File: src/rtl/sipo_packer.sv
//------------------------------------------------------------------------------
// Module   : sipo_packer
// Function : Serial-in parallel-out word packer with a one-word output holder
//            feeding a downstream FIFO. Dropped words set a sticky overflow.
// Revision : 1.0
//------------------------------------------------------------------------------
`default_nettype none

module sipo_packer #(
    parameter int WIDTH     = 8,
    parameter bit LSB_FIRST = 1'b1
) (
    input  logic                       clk_50,
    input  logic                       reset,
    input  logic                       serial_data,
    input  logic                       data_ena,
    input  logic                       sync_clr,
    input  logic                       fifo_full,
    input  logic                       ovf_clr,
    output logic [WIDTH-1:0]           to_fifo_data,
    output logic                       to_fifo_wr,
    output logic [$clog2(WIDTH)-1:0]   bit_cnt,
    output logic                       overflow
);

    localparam int                 c_CNT_W = $clog2(WIDTH);
    localparam logic [c_CNT_W-1:0] c_LAST  = c_CNT_W'(WIDTH - 1);

    typedef enum logic [0:0] {
        EMPTY = 1'b0,
        HELD  = 1'b1
    } state_t;

    state_t               r_state;
    state_t               w_state_next;
    logic [WIDTH-1:0]     r_shift;
    logic [WIDTH-1:0]     r_data;
    logic [c_CNT_W-1:0]   r_bit_cnt;
    logic                 r_overflow;

    logic [WIDTH-1:0]     w_shift_base;
    logic [WIDTH-1:0]     w_shift_next;
    logic [WIDTH-1:0]     w_shift_d;
    logic [c_CNT_W-1:0]   w_bit_cnt_next;
    logic                 w_complete;
    logic                 w_wr;
    logic                 w_load;
    logic                 w_drop;

    // A framing restart discards the partial word before this cycle's bit enters.
    assign w_shift_base = sync_clr ? '0 : r_shift;

    generate
        if (LSB_FIRST) begin : g_lsb_first
            assign w_shift_next = {serial_data, w_shift_base[WIDTH-1:1]};
        end else begin : g_msb_first
            assign w_shift_next = {w_shift_base[WIDTH-2:0], serial_data};
        end
    endgenerate

    assign w_complete = data_ena && !sync_clr && (r_bit_cnt == c_LAST);
    assign w_wr       = (r_state == HELD) && !fifo_full;

    always_comb begin
        w_shift_d      = r_shift;
        w_bit_cnt_next = r_bit_cnt;
        if (data_ena) begin
            w_shift_d = w_shift_next;
            if (sync_clr) begin
                w_bit_cnt_next = c_CNT_W'(1);
            end else if (w_complete) begin
                w_bit_cnt_next = '0;
            end else begin
                w_bit_cnt_next = r_bit_cnt + c_CNT_W'(1);
            end
        end else if (sync_clr) begin
            w_shift_d      = '0;
            w_bit_cnt_next = '0;
        end
    end

    // Holder: a completed word is taken only if the slot is free or being drained.
    always_comb begin
        w_state_next = r_state;
        w_load       = 1'b0;
        w_drop       = 1'b0;
        case (r_state)
            EMPTY: begin
                if (w_complete) begin
                    w_load       = 1'b1;
                    w_state_next = HELD;
                end
            end
            HELD: begin
                if (w_wr) begin
                    if (w_complete) begin
                        w_load = 1'b1;
                    end else begin
                        w_state_next = EMPTY;
                    end
                end else if (w_complete) begin
                    w_drop = 1'b1;
                end
            end
            default: begin
                w_state_next = EMPTY;
            end
        endcase
    end

    always_ff @(posedge clk_50 or posedge reset) begin
        if (reset) begin
            r_state    <= EMPTY;
            r_shift    <= '0;
            r_bit_cnt  <= '0;
            r_data     <= '0;
            r_overflow <= 1'b0;
        end else begin
            r_state    <= w_state_next;
            r_shift    <= w_shift_d;
            r_bit_cnt  <= w_bit_cnt_next;
            r_overflow <= w_drop || (r_overflow && !ovf_clr);
            if (w_load) begin
                r_data <= w_shift_next;
            end
        end
    end

    assign to_fifo_data = r_data;
    assign to_fifo_wr   = w_wr;
    assign bit_cnt      = r_bit_cnt;
    assign overflow     = r_overflow;

endmodule

`default_nettype wire
File: config.mk
export PLATFORM = sky130hd
export DESIGN_NAME = sipo_packer
export DESIGN_NICKNAME = d
export VERILOG_FILES = /design/src/rtl/sipo_packer.sv
export SDC_FILE = /design/constraint.sdc
export NUM_CORES = 1
export LEC_CHECK = 0
export ABC_AREA = 0
export CORE_ASPECT_RATIO = 0.7
export CORE_UTILIZATION = 48
export CTS_BUF_LIST = sky130_fd_sc_hd__clkbuf_8 sky130_fd_sc_hd__clkbuf_16
export DETAILED_ROUTE_END_ITERATION = 12
export PLACE_DENSITY = 0.81
export SLEW_MARGIN = 25
export SYNTH_ARGS = -nofsm -noshare
export SYNTH_HDL_FRONTEND = slang
export SYNTH_SLANG_ARGS = --single-unit
File: constraint.sdc
create_clock -name clk_50 -period 2.2 [get_ports clk_50]
set_clock_uncertainty 0.1 [all_clocks]
set_input_delay 0.44 -clock clk_50 [delete_from_list [all_inputs] [get_ports clk_50]]
set_output_delay 0.44 -clock clk_50 [all_outputs]
set_load 0.02 [all_outputs]
==> run summary <==
Combinational Power Share: 0.105
WP buf/inv: 2
minimum clock period: 2.13 ns
met3 GRT Util: 0.0873
post-CTS setup buffers: 0
status: complete, no violations
max_slew headroom: 0.829
multi-input logic area: 370 um^2
CTS Hold Buffers Added: 0
post-route ant nets: 0
crit start category: input pin
final-report hold violation count: 0
EDFF count, synth: 0
count of cell types in the netlist: 17
Req. time, crit path: 1.66 ns
worst-path cell chain: clkdlybuf4s50_1, nor2b_1, clkdlybuf4s50_1
top_reg_cell synth: dfrtp_1
Final Net Count: 106
first-pass GRT wire length: 2.29 mm
initial antenna violation count: 0
Post-Syn Nets: 82
Area after DPL: 0.00112 mm^2
detailed-route wire length per cell: 13.0 um
Post-DP HPWL: 1.07 mm
drt total wl: 1.51 mm
cell mode on critical path: clkdlybuf4s50_1
post-synth top area share: 0.554
most frequent cell after synthesis: dfrtp_1
cell family with most CP delay: buffers and inverters
Mapped Cells: 73
DR iter-0 viols: 5
internal power: 534 uW
Worst Path Max Fanout: 2
layout cells sized above 1: 0.147
M2 GR Usage: 0.228
placed insts: 113
Die Area: 0.00206 mm^2
sequential share of the synthesized area: 0.554
Port Buffers: 19
P_leak: 0.599 nW
Placer Congestion: 0.714
n_diodes: 0
DR vias: 553
Synth area leader: dfrtp_1
switching share of power: 0.223
layout filler cell count: 132
max incr delay on CP: 0.61 ns
Post-synth ARST share: 1.00
endpoints failing setup: 0
effective utilization at floorplan: 0.542
Sequential Power Share: 0.558
top achievable clock speed: 469 MHz
synthesis-to-finish area growth: 28.7%
drt pass-1 iters: 4
post-route cell area: 0.00116 mm^2
post-cts sizing count: 0
largest cells by area after synthesis: dfrtp_1 55%, mux2_4 12%, mux2i_1 8.9%
RSZ-0062 raised after global routing: false
chip width: 53.9 um
mean cell area of the mapped netlist: 12.4 um^2
clk_lat worst skew: 0.25 ns
final period utilization: 0.969
CP max-delay cell: clkdlybuf4s50_1
IO Pins: 20
largest net degree at the start of global routing: 21
Longest Clk Path Bufs: 2
Top Usage Layer GRT: met1
crit path DAT: 1.59 ns
Max IR drop VDD: 0.503 mV
vias in the first global route: 483
Syn. warnings: 0
Seq. cell area: 500 um^2
WS Path Type: input pin to output pin
DRC errors left: 0
Psw: 153 uW
final slew viol count: 0
Finished Layout Cells: 116
H-tree depth: 1
TritonCTS clock tree: done
flops & latches, synth: 20
gr ovfl total: 0
Placeable Area: 0.00167 mm^2
Cell Area, Synth: 903 um^2
most frequent cells after synthesis: 20 x dfrtp_1, 9 x nor2_1, 8 x mux2i_1, 7 x mux2_4, 6 x nor2b_1
clk root buf: clkbuf_8
global-route usage over all layers: 0.176
Sum Neg Setup Slack: 0 ns
total CTS buffers: 3
max cap viols: 0
power per standard cell area: 592 mW/mm^2
Worst-Margin Slew: 0.257 ns
GR Util met1: 0.233
clk sink count: 20
CP Capture Type: output pin
Hold WC Path Type: input pin to async pin
Clock Pin Slew Worst Setup and Hold Paths: 0.07 ns
std cell rows: 12
Die H: 38.3 um
number of vias per cell: 4.77
clock power share: 0.337
worst register-to-register path, delay by kind of cell (launching register included):
family | cells | cell delay [ns]
adders and majority gates | 2 | 0.43
DFF | 1 | 0.42
and+or+nand+nor | 2 | 0.37
muxes | 1 | 0.32
cell type report:
| class | count | area share |
|---|---|---|
| timing repair buffer | 22 | 0.183 |
| sequential | 20 | 0.431 |
| multi-input combinational | 47 | 0.319 |
| tap | 21 | 0.0226 |
| clock buffer | 3 | 0.0355 |
| inverter | 3 | 0.00969 |
placed cells by master (no fill, tap or decap):
master / netlist / layout
mux2_4: 7 / 7
dfrtp_1: 20 / 20
nor2_1: 9 / 9
o22ai_1: 1 / 1
nand3b_1: 2 / 2
a21oi_1: 1 / 1
o21ai_0: 2 / 2
and2b_1: 1 / 1
ha_1: 2 / 2
clkdlybuf4s50_1: 0 / 19
clkbuf_8: 0 / 3
nand2b_1: 2 / 2
inv_1: 3 / 3
nand2b_4: 1 / 1
nor2b_1: 6 / 6
mux2i_1: 8 / 8
buf_4: 0 / 3
nand2_1: 5 / 5
final timing paths:
| check | from | slack [ns] | cells past startpoint | end |
|---|---|---|---|---|
| max | fifo_full | 0.07 | 3 | to_fifo_wr |
| min | reset | 0.41 | 3 | to_fifo_data[7] |
| max reg2reg | bit_cnt[0] | 0.44 | 5 | to_fifo_data[4] |
| min reg2reg | to_fifo_data[7] | 0.42 | 1 | to_fifo_data[7] |
| max in group asynchronous | reset | 1.38 | 3 | r_shift[4] |
| min in group clk_50 | to_fifo_data[7] | 0.42 | 1 | to_fifo_data[7] |
stage by stage:
| step | hold slack [ns] | utilization | worst slack (ns) | power [mW] |
|---|---|---|---|---|
| after global routing | 0.432 | 0.697 | 0.00818 | 0.718 |
| after CTS | 0.413 | 0.697 | 0.0622 | 0.701 |
| after detailed placement | 0.398 | 0.673 | 0.0671 | 0.463 |
| after global placement | 0.395 | 0.673 | 0.0961 | 0.461 |
| after floorplan | 0.304 | - | 0.428 | 0.427 |
| final | 0.406 | 0.697 | 0.0687 | 0.688 |
state kept, by name, indices dropped and copies added, names as in the netlist:
register and cells:
bit_cnt 3, r_state 1, to_fifo_data 8, overflow 1, r_shift 7
per-layer routing:
| metal | up-vias | part of all wire | wire [um] |
|---|---|---|---|
| li1 | 285 | - | - |
| met1 | 250 | 0.50 | 751 |
| met2 | 14 | 0.43 | 644 |
| met3 | 4 | 0.057 | 86 |
| met4 | 0 | 0.019 | 28 |
| met5 | - | 0 | 0 |
power groups by stage:
stage                     sequential [mW]  combinational (mW)  clock [mW]
final                               0.384              0.0720       0.232
after detailed placement            0.391              0.0730           0
after global placement              0.390              0.0714           0
after global routing                0.385              0.0792       0.254
after CTS                           0.384              0.0734       0.244
after floorplan                     0.397              0.0298           0
kinds of logic (layout without fill, tap and decap cells):
family | after synthesis | count (layout) | synth area share
mux | 15 | 15 | 0.205
compound gates | 4 | 4 | 0.0235
fa+ha+maj | 2 | 2 | 0.0277
simple gates | 26 | 26 | 0.154
flops | 20 | 20 | 0.554
buf+inv | 6 | 28 | 0.0360
Note: power is estimated with default switching activity, not from simulation.
